File: src/rtl/joybus_multi_bridge.sv
// rtl/joybus_multi_bridge.sv - multi-channel JOYBUS status word to UART frame bridge
// Round-robin serialises per-channel 32-bit words into {tag|ch, b31..b0} 5-byte frames.
module joybus_multi_bridge #(
  parameter int         NUM_CH       = 4,
  parameter int         STALE_CYCLES = 2_000_000,
  parameter logic [3:0] HDR_TAG      = 4'hA
) (
  input  logic                 clk_i,
  input  logic                 rst_i,
  input  logic [NUM_CH*32-1:0] cntlr_data_i,
  input  logic [NUM_CH-1:0]    cntlr_data_rdy_i,
  input  logic                 mode_on_change_i,
  output logic [7:0]           tx_data_o,
  output logic                 tx_valid_o,
  input  logic                 tx_ready_i,
  output logic [NUM_CH-1:0]    ch_stale_o,
  output logic [7:0]           drop_cnt_o
);
  localparam int SW = $clog2(STALE_CYCLES + 1);
  localparam logic [SW-1:0] STALE_MAX = SW'(STALE_CYCLES);

  typedef enum logic [2:0] {S_IDLE, S_HDR, S_B3, S_B2, S_B1, S_B0} state_e;
  state_e state_q, state_d;

  logic [31:0]       latch_q [NUM_CH];
  logic [31:0]       last_q  [NUM_CH];
  logic [SW-1:0]     stale_q [NUM_CH];
  logic [NUM_CH-1:0] pend_q, pend_d, sent_q, rot;
  logic [31:0]       shadow_q, sel_word;
  logic [3:0]        gnt_q, gnt_d, rr_q, rr_d;
  logic [7:0]        drop_q, drop_d;
  logic [4:0]        ndrop;
  logic [8:0]        dsum;
  logic              grant, b0_fire;
  int                g, gn;

  // Rotate pending so bit 0 is the rr pointer; first set bit wins.
  always_comb begin
    grant    = 1'b0;
    gnt_d    = gnt_q;
    rr_d     = rr_q;
    g        = 0;
    gn       = 0;
    sel_word = '0;
    pend_d   = pend_q;
    ndrop    = '0;
    rot      = NUM_CH'({pend_q, pend_q} >> rr_q);
    for (int i = 0; i < NUM_CH; i++) begin
      if (!grant && rot[i] && state_q == S_IDLE) begin
        grant = 1'b1;
        g     = int'(rr_q) + i;
        if (g >= NUM_CH) g = g - NUM_CH;
        gn    = g + 1;
        if (gn >= NUM_CH) gn = 0;
        gnt_d = 4'(g);
        rr_d  = 4'(gn);
      end
    end
    for (int k = 0; k < NUM_CH; k++) begin
      if (grant && gnt_d == 4'(k)) begin
        sel_word  = latch_q[k];
        pend_d[k] = 1'b0;
      end
      if (cntlr_data_rdy_i[k]) begin
        if (pend_q[k] && !(grant && gnt_d == 4'(k))) ndrop = ndrop + 5'd1;
        if (!(mode_on_change_i && sent_q[k] && cntlr_data_i[k*32 +: 32] == last_q[k]))
          pend_d[k] = 1'b1;
      end
    end
    dsum   = {1'b0, drop_q} + {4'd0, ndrop};
    drop_d = dsum[8] ? 8'hFF : dsum[7:0];
  end

  always_comb begin
    state_d    = state_q;
    tx_valid_o = 1'b0;
    tx_data_o  = 8'h00;
    b0_fire    = 1'b0;
    case (state_q)
      S_IDLE: if (grant) state_d = S_HDR;
      S_HDR: begin
        tx_valid_o = 1'b1;
        tx_data_o  = {HDR_TAG, gnt_q};
        if (tx_ready_i) state_d = S_B3;
      end
      S_B3: begin
        tx_valid_o = 1'b1;
        tx_data_o  = shadow_q[31:24];
        if (tx_ready_i) state_d = S_B2;
      end
      S_B2: begin
        tx_valid_o = 1'b1;
        tx_data_o  = shadow_q[23:16];
        if (tx_ready_i) state_d = S_B1;
      end
      S_B1: begin
        tx_valid_o = 1'b1;
        tx_data_o  = shadow_q[15:8];
        if (tx_ready_i) state_d = S_B0;
      end
      S_B0: begin
        tx_valid_o = 1'b1;
        tx_data_o  = shadow_q[7:0];
        b0_fire    = tx_ready_i;
        if (tx_ready_i) state_d = S_IDLE;
      end
      default: state_d = S_IDLE;
    endcase
  end

  always_comb begin
    ch_stale_o = '0;
    for (int k = 0; k < NUM_CH; k++) ch_stale_o[k] = (stale_q[k] == STALE_MAX);
  end

  assign drop_cnt_o = drop_q;

  always_ff @(posedge clk_i or posedge rst_i) begin
    if (rst_i) begin
      state_q  <= S_IDLE;
      pend_q   <= '0;
      sent_q   <= '0;
      shadow_q <= '0;
      gnt_q    <= '0;
      rr_q     <= '0;
      drop_q   <= '0;
      for (int k = 0; k < NUM_CH; k++) begin
        latch_q[k] <= '0;
        last_q[k]  <= '0;
        stale_q[k] <= '0;
      end
    end else begin
      state_q <= state_d;
      pend_q  <= pend_d;
      drop_q  <= drop_d;
      if (grant) begin
        shadow_q <= sel_word;
        gnt_q    <= gnt_d;
        rr_q     <= rr_d;
      end
      for (int k = 0; k < NUM_CH; k++) begin
        if (cntlr_data_rdy_i[k]) latch_q[k] <= cntlr_data_i[k*32 +: 32];
        if (b0_fire && gnt_q == 4'(k)) begin
          last_q[k] <= shadow_q;
          sent_q[k] <= 1'b1;
        end
        if (cntlr_data_rdy_i[k])          stale_q[k] <= '0;
        else if (stale_q[k] != STALE_MAX) stale_q[k] <= stale_q[k] + 1'b1;
      end
    end
  end
endmodule

File: config.mk
export PLATFORM = sky130hd
export DESIGN_NAME = joybus_multi_bridge
export DESIGN_NICKNAME = d
export VERILOG_FILES = /design/src/rtl/joybus_multi_bridge.sv
export SDC_FILE = /design/constraint.sdc
export NUM_CORES = 1
export LEC_CHECK = 0
export ABC_AREA = 1
export CELL_PAD_IN_SITES_DETAIL_PLACEMENT = 1
export CELL_PAD_IN_SITES_GLOBAL_PLACEMENT = 1
export CORE_MARGIN = 2
export CORE_UTILIZATION = 45
export CTS_CLUSTER_SIZE = 40
export DETAILED_ROUTE_END_ITERATION = 10
export PLACE_DENSITY = 0.81
export RECOVER_POWER = 25
export SYNTH_ARGS = -nofsm -noshare
export SYNTH_HDL_FRONTEND = slang
export SYNTH_SLANG_ARGS = --single-unit
export TNS_END_PERCENT = 30
File: constraint.sdc
create_clock -name clk_i -period 15.55 [get_ports clk_i]
set_input_delay 3.11 -clock clk_i [delete_from_list [all_inputs] [get_ports clk_i]]
set_output_delay 3.11 -clock clk_i [all_outputs]
set_load 0.005 [all_outputs]
==> run_results.csv, run 1 <==
group,metric,value,unit
sta,max_slew_margin,-282,%
detailed_routing,wirelength,67400,microns
clocking,cts_buffer_depth,3,
sta,max_freq,107,MHz
yosys,synth_ff_type,"dfrtp_1",
sta,worst_clock_skew,0.0166,ns
pwr,vdd_drop_max,0.0826,mV
yosys,postSynth.asyncResetShare,100,%
clocking,cts_resized,0,
die,dieArea,0.0478,sq mm
sta,period_share,60.2,%
yosys,ys_types,53,
worst_hold_path,min_path_cells,2,
global_route,grt_overflow,0,
die,initial_utilization,45.7,%
place,place_ws,8.24,ns
global_route,grt_max_degree,143,
place,dp_hpwl,48300,microns
detailed_routing,wl_met3,2840,microns
clocking,clkSlewWorstSetupHoldPaths,0.06,ns
clocking,cts_num_sinks,399,
yosys,synth_top_cells_by_area,"dfrtp_1 (48%), nand2_1 (11%), o21ai_0 (7.2%)",
die,num_rows,78,
clocking,cts_setup_buffers,0,
clocking,cts-buffers-inserted,43,
yosys,synth_top_cell_by_area,"dfrtp_1",
sta,tightestPinTransition,5.73,ns
worst_hold_path,min_path_type,"reg -> reg",
yosys,synth_top_area_share,48.2,%
place,place.gp.congestion,0.908,
clocking,clk_latency,0.58,ns
clocking,ctsHoldBuffers,0,
pwr,powerDensity,96.5,mW/mm^2
sta,setup_tns,0,ns
detailed_routing,drt-initial-drc-count,952,
yosys,synth-xor-area-share,5.24,%
worst_hold_path,hp-start,"sent_q[3]$_DFFE_PP0P_",
die,dieHeight,219,microns
clocking,cts_tree,"done",
yosys,synth_area,0.0207,sq mm
yosys,synth_top_family_by_area,"simple AND/OR/NAND/NOR gates",
sta,maxSlewViolCount,344,
yosys,seq_area_frac_synth,48.2,%
yosys,muxShareOfSynthArea,0.0966,%
yosys,ys_warn_count,0,
sta,rsz0062_at_grt,"no",
critical_path,path_class,"in -> reg",
sta,min_period,9.36,ns
global_route,grt_use_total,28.8,%
detailed_routing,drc,0,
cells_and_area,syn2layout_area_growth,15.9,%
yosys,avgSynthCellArea,8.20,sq um
detailed_routing,routedWlPerCell,20.5,microns
cells_and_area,nFillCells,5446,
detailed_routing,wl_met1,27600,microns
critical_path,crit_path_start_kind,"input port",
global_route,grt_pass1_wl,106000,microns
sta,setup_violations,0,
detailed_routing,dr.pass1.iters,4,
global_route,antenna_found_initial,2,
detailed_routing,highest_layer,"met4",
critical_path,r2r_end,"drop_cnt_o[3]$_DFF_PP0_",
yosys,synthCells,2528,
critical_path,reg2reg_depth,32,
critical_path,r2r_start,"rr_q[0]$_DFFE_PP0P_",
critical_path,crit_path_end_kind,"flop",
detailed_routing,vias,18100,
worst_hold_path,hold_end,"sent_q[3]$_DFFE_PP0P_",
critical_path,cp.arrival,9.82,ns
clocking,h-tree-depth,2,
detailed_routing,avgViaCountPerCell,5.52,
critical_path,r2r_setup_slack,8.13,ns
global_route,first_global_vias,19300,
critical_path,crit_required,16.01,ns
pwr,power.leakage,11.2,nW
sta,timing_hold_violations_final,0,
yosys,ys_seq_elements,399,
yosys,synth-compound-area-share,11.9,%
detailed_routing,wl_met2,33300,microns
sta,fin_ws,6.19,ns
cells_and_area,drive_gt1_share,4.77,%
die,io_pins,157,
sta,fin_hold_ws,0.459,ns
critical_path,cp_max_fo,74,
job,max-cap-violations,4,
die,coreArea,0.0454,sq mm
yosys,synth-simple-area-share,22.8,%
place,io_buffers,156,
die,fp.dieW,219,microns
yosys,yosys.area_share.adder,4.14,%
clocking,root_buffer,"clkbuf_16",
yosys,synth_edf_count,0,
status,status,"complete, but fails checks",
detailed_routing,ant_nets,0,
cells_and_area,final_cell_mix,"nand2_1 (612), dfrtp_1 (399), inv_1 (313)",
cells_and_area,layout.nets,2863,
cells_and_area,layout_commonest_cell,"nand2_1",
status,violations,"capacitance limit, slew limit",
logic make-up (layout without fill, tap and decap cells):
kind of cell	after synthesis	in the layout
other cells	1	5
flops	399	399
fa+ha+maj	68	68
mux	2	2
xor+xnor	124	124
buf+inv	409	561
simple gates	1066	1066
compound gates	459	459
registers in the layout, summed over array words and instances, names as in the netlist, 8 cells and up:
name        cells
drop_cnt_o      8
last_q        128
latch_q       128
shadow_q       32
stale_q        84
area by class of cell:
| cell class | instances | area [sq um] | share of cell area (%) |
|---|---|---|---|
| antenna | 1 | 2.50 | 0.0104 |
| clock buffer | 61 | 1210 | 5.05 |
| clock inverter | 8 | 68.8 | 0.286 |
| inverter | 327 | 1230 | 5.12 |
| multi-input combinational | 1723 | 9160 | 38.1 |
| sequential | 399 | 9980 | 41.6 |
| tap | 600 | 751 | 3.13 |
| timing repair buffer | 165 | 1610 | 6.71 |
report_power, final:
group / internal [mW] / switching, mW / total [mW]
Combinational: 0.0938 / 0.133 / 0.226
Clock: 0.555 / 0.426 / 0.980
Sequential: 1.08 / 0.0288 / 1.11
Total: 1.73 / 0.587 / 2.32
synth_stat cells, types with 44 or more instances:
cell and number:
a21oi_1 74, xor2_1 80, nand4_1 49, ha_1 67, xnor2_1 44, clkbuf_1 63, nor3_1 48, dfrtp_1 399
o21ai_0 299, nand3_1 102, inv_1 313, nand2_1 614, nor2_1 159
how the worst max path moves through the flow:
stage | slack (ns) | cells after the start | startpoint | end
after floorplan | 1.34 | 1 | rst_i | drop_cnt_o[0]$_DFF_PP0_
after global placement | 8.47 | 18 | cntlr_data_rdy_i[1] | drop_cnt_o[5]$_DFF_PP0_
after detailed placement | 8.24 | 18 | cntlr_data_rdy_i[1] | drop_cnt_o[3]$_DFF_PP0_
after CTS | 8.51 | 32 | rr_q[0]$_DFFE_PP0P_ | drop_cnt_o[3]$_DFF_PP0_
after global routing | 5.49 | 5 | rst_i | last_q[72]$_DFFE_PP0P_
final | 6.19 | 18 | cntlr_data_rdy_i[1] | drop_cnt_o[3]$_DFF_PP0_
through the flow:
step           instances  util (%)  area [sq um]  total power [mW]
3_5_place_dp        3214      50.2         22800              1.36
6_report            3284      52.9         24000              2.32
2_1_floorplan       2531         -         20700              1.23
5_1_grt             3284      52.9         24000              2.40
4_1_cts             3283      53.0         24100              2.33
3_3_place_gp        3214      50.2         22800              1.34
critical path, stage by stage:
cell and delay, ns:
buf_2 0.08, clkbuf_1 2.21, inv_1 1.12, nand4_1 0.48
nand2_1 0.14, ha_1 0.32, nand2_1 0.07, nand2_1 0.09
ha_1 0.29, inv_1 0.05, nand2_1 0.06, o21ai_1 0.08
fa_1 0.44, o31ai_1 0.42, inv_1 0.13, nor2_1 0.22
nand4_1 0.25, o21ai_0 0.18
metal layers:
layer / up-vias / track usage [%]
met2: 433 / 49.7
met1: 9055 / 35.2
li1: 8466 / -
met4: 0 / 14.3
met3: 158 / 4.08
met5: - / 0
No activity file was read; power rests on OpenSTA's default activity.
==> run 2: changes to the inputs <==
CORE_UTILIZATION = 40   (was 45)
PLACE_DENSITY = 0.76   (was 0.81)
clock period = 8.1 ns   (was 15.55 ns; I/O delays follow)
==> run 2 against run 1 <==
Against the previous run:
- the run still ends with capacitance limit, slew limit left
- total power up 100%
- sequential cell count stayed put
- sequential power increased by 92%
- global-route usage is 3.0 points lower
- non-clock buffer count is 3 higher
- critical path depth is 1 lower
- register-to-register slack got worse by 7.2 ns
- final area up 1.3%
- sequential share of layout area shrank 0.53 points
- die area rose by 12%
- worst hold slack got worse by 0.0037 ns
==> run_results.csv, run 2 (synthesis gave the netlist of run 1 again) <==
group,metric,value,unit
clocking,cts_setup_buffers,0,
clocking,root_buffer,"clkbuf_16",
die,coreArea,0.0513,sq mm
clocking,cts_buffer_depth,3,
critical_path,cp_max_fo,73,
critical_path,cp.arrival,7.71,ns
global_route,grt_pass1_wl,107000,microns
clocking,cts-buffers-inserted,45,
critical_path,max_stage_delay,2.31,ns
sta,setup_violations,0,
clocking,cts_tree,"done",
place,io_buffers,156,
sta,setup_tns,0,ns
die,dieHeight,232,microns
critical_path,critical_path.cell_chain,"clkbuf_1 > clkbuf_1 > nand4_1 > nand2_1 > ha_1 > nand2_1 > nand2_1 > ha_1 > inv_1 > nand2_1 > o21ai_1 > fa_1 > o31ai_1 > inv_1 > nor2_1 > nand4_1 > nand3_1",
global_route,antenna_found_initial,0,
sta,tightestPinTransition,3.88,ns
sta,fin_hold_ws,0.455,ns
status,violations,"capacitance limit, slew limit",
die,num_rows,83,
worst_hold_path,min_path_type,"reg -> reg",
global_route,grt_use_total,25.8,%
clocking,clkSlewWorstSetupHoldPaths,0.06,ns
pwr,power.leakage,11.2,nW
critical_path,crit_path_start_kind,"input port",
global_route,grt_overflow,0,
clocking,clk_latency,0.58,ns
cells_and_area,syn2layout_area_growth,17.4,%
critical_path,timing.critical_path.mode_cell,"nand2_1",
critical_path,cp_num_buf_inv,4,
global_route,grt_use_met1,31.9,%
detailed_routing,routedWlPerCell,20.4,microns
sta,min_period,7.23,ns
sta,max_slew_margin,-159,%
global_route,met3_usage,2.95,%
sta,rsz0062_at_grt,"no",
global_route,grt_max_degree,149,
detailed_routing,ant_nets,0,
detailed_routing,drt-initial-drc-count,936,
die,dieArea,0.0536,sq mm
detailed_routing,dr.pass1.iters,5,
clocking,ctsHoldBuffers,0,
critical_path,crit_required,8.58,ns
cells_and_area,antennaDiodeCount,0,
sta,maxSlewViolCount,417,
die,initial_utilization,40.4,%
sta,worst_clock_skew,0.0267,ns
die,fp.dieW,232,microns
cells_and_area,fin_cells,3374,
detailed_routing,drc,0,
place,dp_hpwl,49600,microns
cells_and_area,largest_registers,"last_q: 128 flops, latch_q: 128 flops, stale_q: 84 flops",
detailed_routing,vias,18000,
sta,max_freq,138,MHz
pwr,powerDensity,190,mW/mm^2
cells_and_area,regArea,0.00998,sq mm
clocking,h-tree-depth,2,
cells_and_area,drive_gt1_share,5.27,%
global_route,first_global_vias,19200,
job,max-cap-violations,5,
detailed_routing,wirelength,68700,microns
pwr,vdd_drop_max,0.171,mV
global_route,grt_util_met2,45.9,%
cells_and_area,layout.nets,2868,
global_route,busiest_layer,"met2",
die,io_pins,157,
cells_and_area,layout_commonest_cell,"nand2_1",
sta,period_share,89.2,%
place,place.gp.congestion,0.883,
clocking,cts_num_sinks,399,
critical_path,crit_path_end_kind,"flop",
detailed_routing,avgViaCountPerCell,5.32,
sta,timing_hold_violations_final,0,
cells_and_area,multi_input_area,0.00918,sq mm
critical_path,crit_family,"buffers and inverters",
clocking,cts_resized,0,
place,dp_cells,3297,
critical_path,cpMaxStageDelayCell,"clkbuf_1",
status,status,"complete, but fails checks",
cells_and_area,final_cell_mix,"nand2_1 (610), dfrtp_1 (399), inv_1 (311)",
cells_and_area,nFillCells,6227,
critical_path,path_class,"in -> reg",
pwr,power,4.63,mW
[run 2: changes by cell type in the layout (fill, tap and decap cells not counted), moves of 2 or more]
cell | previous run | this run
buf_2 | 3 | 1
nand2_1 | 612 | 610
inv_1 | 313 | 311
clkbuf_16 | 43 | 46
clkbuf_8 | 7 | 13
clkdlybuf4s50_1 | 150 | 152
buf_4 | 4 | 6
dlygate4sd3_1 | 3 | 1
[run 2: per-stage QoR]
step	instance area, sq um	worst slack (ns)	util [%]
6_report	24300	0.873	47.4
3_5_place_dp	22900	1.01	44.6
5_1_grt	24300	0.291	47.4
2_1_floorplan	20700	1.11	-
4_1_cts	24400	0.977	47.5
3_3_place_gp	22900	1.46	44.6
[run 2: routing by layer]
metal	vias up	share of wire (%)
li1	8470	-
met1	9015	42
met3	123	3.6
met5	-	0
met2	343	50
met4	0	4.1
[run 2: power by group]
part | internal (mW) | switching, mW
clock | 1.22 | 0.843
combinational | 0.180 | 0.259
sequential | 2.08 | 0.0496
total | 3.48 | 1.15
[run 2: worst min-delay path, cell delays in order (launching register included)]
cell,delay [ns]
dfrtp_1,0.32
inv_1,0.05
nand2_1,0.05
[run 2: worst paths after layout]
path                                       start                 endpoint  slack (ns)  depth (start not counted)
min reg2reg                sent_q[3]$_DFFE_PP0P_    sent_q[3]$_DFFE_PP0P_        0.46                          2
min                        sent_q[3]$_DFFE_PP0P_    sent_q[3]$_DFFE_PP0P_        0.46                          2
max                          cntlr_data_rdy_i[0]  drop_cnt_o[5]$_DFF_PP0_        0.87                         17
max in group asynchronous                  rst_i   latch_q[1]$_DFFE_PP0P_        2.48                          4
min in group asynchronous                  rst_i   last_q[87]$_DFFE_PP0P_        2.76                          3
max reg2reg                  rr_q[0]$_DFFE_PP0P_  drop_cnt_o[5]$_DFF_PP0_        0.91                         32
[run 2: cell type report]
type,count,share of cell area [%]
Clock buffer,68,5.60
Clock inverter,9,0.447
Inverter,327,5.05
Multi-Input combinational cell,1723,37.7
Sequential cell,399,41.0
Tap cell,680,3.50
Timing Repair Buffer,168,6.63
==> run 3: changes to the inputs <==
CAP_MARGIN = 20   (was not set)
==> run 3 against run 2 <==
Against the previous run:
- the run still ends with capacitance limit, slew limit left
- global-route usage is the same
- clock-buffer cell count stayed put
- total power is 0.13% lower
- combinational power barely moved
- final area grew 0.33%
- setup slack better by 0.011 ns
- die area stayed put
- routed wire length barely moved
- sequential cell count did not move
==> run_results.csv, run 3 (synthesis gave the netlist of run 1 again) <==
group,metric,value,unit
pwr,power.leakage,11.3,nW
critical_path,cp_max_fo,73,
detailed_routing,wirelength,68800,microns
place,io_buffers,156,
die,initial_utilization,40.4,%
status,status,"complete, but fails checks",
cells_and_area,largest_registers,"last_q: 128 flops, latch_q: 128 flops, stale_q: 84 flops",
detailed_routing,drt-initial-drc-count,1044,
die,dieArea,0.0536,sq mm
clocking,clk_latency,0.58,ns
global_route,antenna_found_initial,0,
sta,setup_violations,0,
clocking,cts-buffers-inserted,45,
detailed_routing,vias,18000,
global_route,grt_pass1_wl,107000,microns
clocking,cts_resized,0,
die,dieHeight,232,microns
sta,max_freq,139,MHz
die,fp.dieW,232,microns
cells_and_area,multi_input_area,0.00918,sq mm
sta,timing_hold_violations_final,0,
global_route,first_global_vias,19200,
pwr,powerDensity,189,mW/mm^2
global_route,grt_max_degree,149,
critical_path,timing.critical_path.mode_cell,"nand2_1",
cells_and_area,fin_cells,3378,
die,num_rows,83,
job,max-cap-violations,5,
sta,min_period,7.22,ns
clocking,cts_tree,"done",
clocking,cts_num_sinks,399,
critical_path,max_stage_delay,2.29,ns
sta,maxSlewViolCount,417,
critical_path,crit_path_start_kind,"input port",
sta,tightestPinTransition,3.88,ns
cells_and_area,nFillCells,6218,
clocking,clkSlewWorstSetupHoldPaths,0.06,ns
detailed_routing,avgViaCountPerCell,5.34,
detailed_routing,ant_nets,0,
detailed_routing,routedWlPerCell,20.4,microns
pwr,vdd_drop_max,0.172,mV
sta,rsz0062_at_grt,"no",
sta,worst_clock_skew,0.0260,ns
status,violations,"capacitance limit, slew limit",
cells_and_area,drive_gt1_share,5.41,%
critical_path,crit_path_end_kind,"flop",
critical_path,critical_path.cell_chain,"clkbuf_1 > clkbuf_1 > nand4_1 > nand2_1 > ha_1 > nand2_1 > nand2_1 > ha_1 > inv_1 > nand2_1 > o21ai_1 > fa_1 > o31ai_1 > inv_1 > nor2_1 > nand4_1 > nand3_1",
critical_path,cp.arrival,7.69,ns
critical_path,cpMaxStageDelayCell,"clkbuf_1",
clocking,cts_buffer_depth,3,
place,dp_hpwl,49600,microns
global_route,grt_use_total,25.8,%
clocking,cts_setup_buffers,0,
die,io_pins,157,
cells_and_area,syn2layout_area_growth,17.8,%
critical_path,r2r_setup_slack,0.90,ns
cells_and_area,antennaDiodeCount,0,
cells_and_area,layout_commonest_cell,"nand2_1",
sta,max_slew_margin,-159,%
place,dpl-instance-area,0.0229,sq mm
sta,setup_tns,0,ns
sta,period_share,89.1,%
detailed_routing,dr.pass1.iters,5,
worst_hold_path,min_path_type,"reg -> reg",
clocking,h-tree-depth,2,
cells_and_area,final_area,0.0244,sq mm
cells_and_area,regArea,0.00998,sq mm
clocking,ctsHoldBuffers,0,
clocking,root_buffer,"clkbuf_16",
cells_and_area,final_cell_mix,"nand2_1 (610), dfrtp_1 (399), inv_1 (311)",
critical_path,crit_required,8.58,ns
global_route,grt_overflow,0,
place,place.gp.congestion,0.883,
cells_and_area,layout.nets,2872,
die,coreArea,0.0513,sq mm
detailed_routing,drc,0,
place,dp_cells,3297,
critical_path,path_class,"in -> reg",
==> run 3: report_power, final <==
group	total [mW]	internal [mW]	switching [mW]
Combinational	0.438	0.180	0.258
Clock	2.06	1.22	0.837
Sequential	2.13	2.08	0.0495
Total	4.62	3.48	1.15
==> run 3: per-stage QoR <==
step / total power, mW / hold WS (ns) / utilization [%] / setup slack, ns
floorplan: 2.36 / 0.423 / - / 1.11
global placement: 2.58 / 0.434 / 44.6 / 1.46
detailed placement: 2.60 / 0.442 / 44.6 / 1.01
CTS: 4.67 / 0.457 / 47.5 / 0.977
global route: 4.80 / 0.488 / 47.6 / 0.291
finish: 4.62 / 0.458 / 47.6 / 0.884
==> run 3: routing by layer <==
layer / global-route usage [%] / routed length [microns]
met4: 10.2 / 2770
met1: 31.9 / 29000
met2: 45.9 / 34500
met3: 2.95 / 2530
met5: 0 / 0
==> run 3: area by class of cell <==
class	count	share of cell area, %
Tap cell	680	3.49
Sequential cell	399	40.9
Inverter	327	5.03
Clock buffer	68	5.59
Multi-Input combinational cell	1723	37.6
Clock inverter	9	0.446
Timing Repair Buffer	172	6.93
==> run 3: worst paths after layout <==
path / startpoint / to / cells after the start
min: sent_q[1]$_DFFE_PP0P_ / sent_q[1]$_DFFE_PP0P_ / 2
max in group asynchronous: rst_i / stale_q[32]$_DFFE_PP0P_ / 4
max: cntlr_data_rdy_i[0] / drop_cnt_o[5]$_DFF_PP0_ / 17
max reg2reg: rr_q[0]$_DFFE_PP0P_ / drop_cnt_o[5]$_DFF_PP0_ / 32
min reg2reg: sent_q[1]$_DFFE_PP0P_ / sent_q[1]$_DFFE_PP0P_ / 2
min in group asynchronous: rst_i / last_q[87]$_DFFE_PP0P_ / 3
==> run 3: worst max-delay path, delay by kind of cell <==
kind / cells / cell delay, ns
and+or+nand+nor: 8 / 1.73
buffers and inverters: 4 / 2.73
adders and majority gates: 3 / 1.03
AOI/OAI and AO/OA: 2 / 0.51
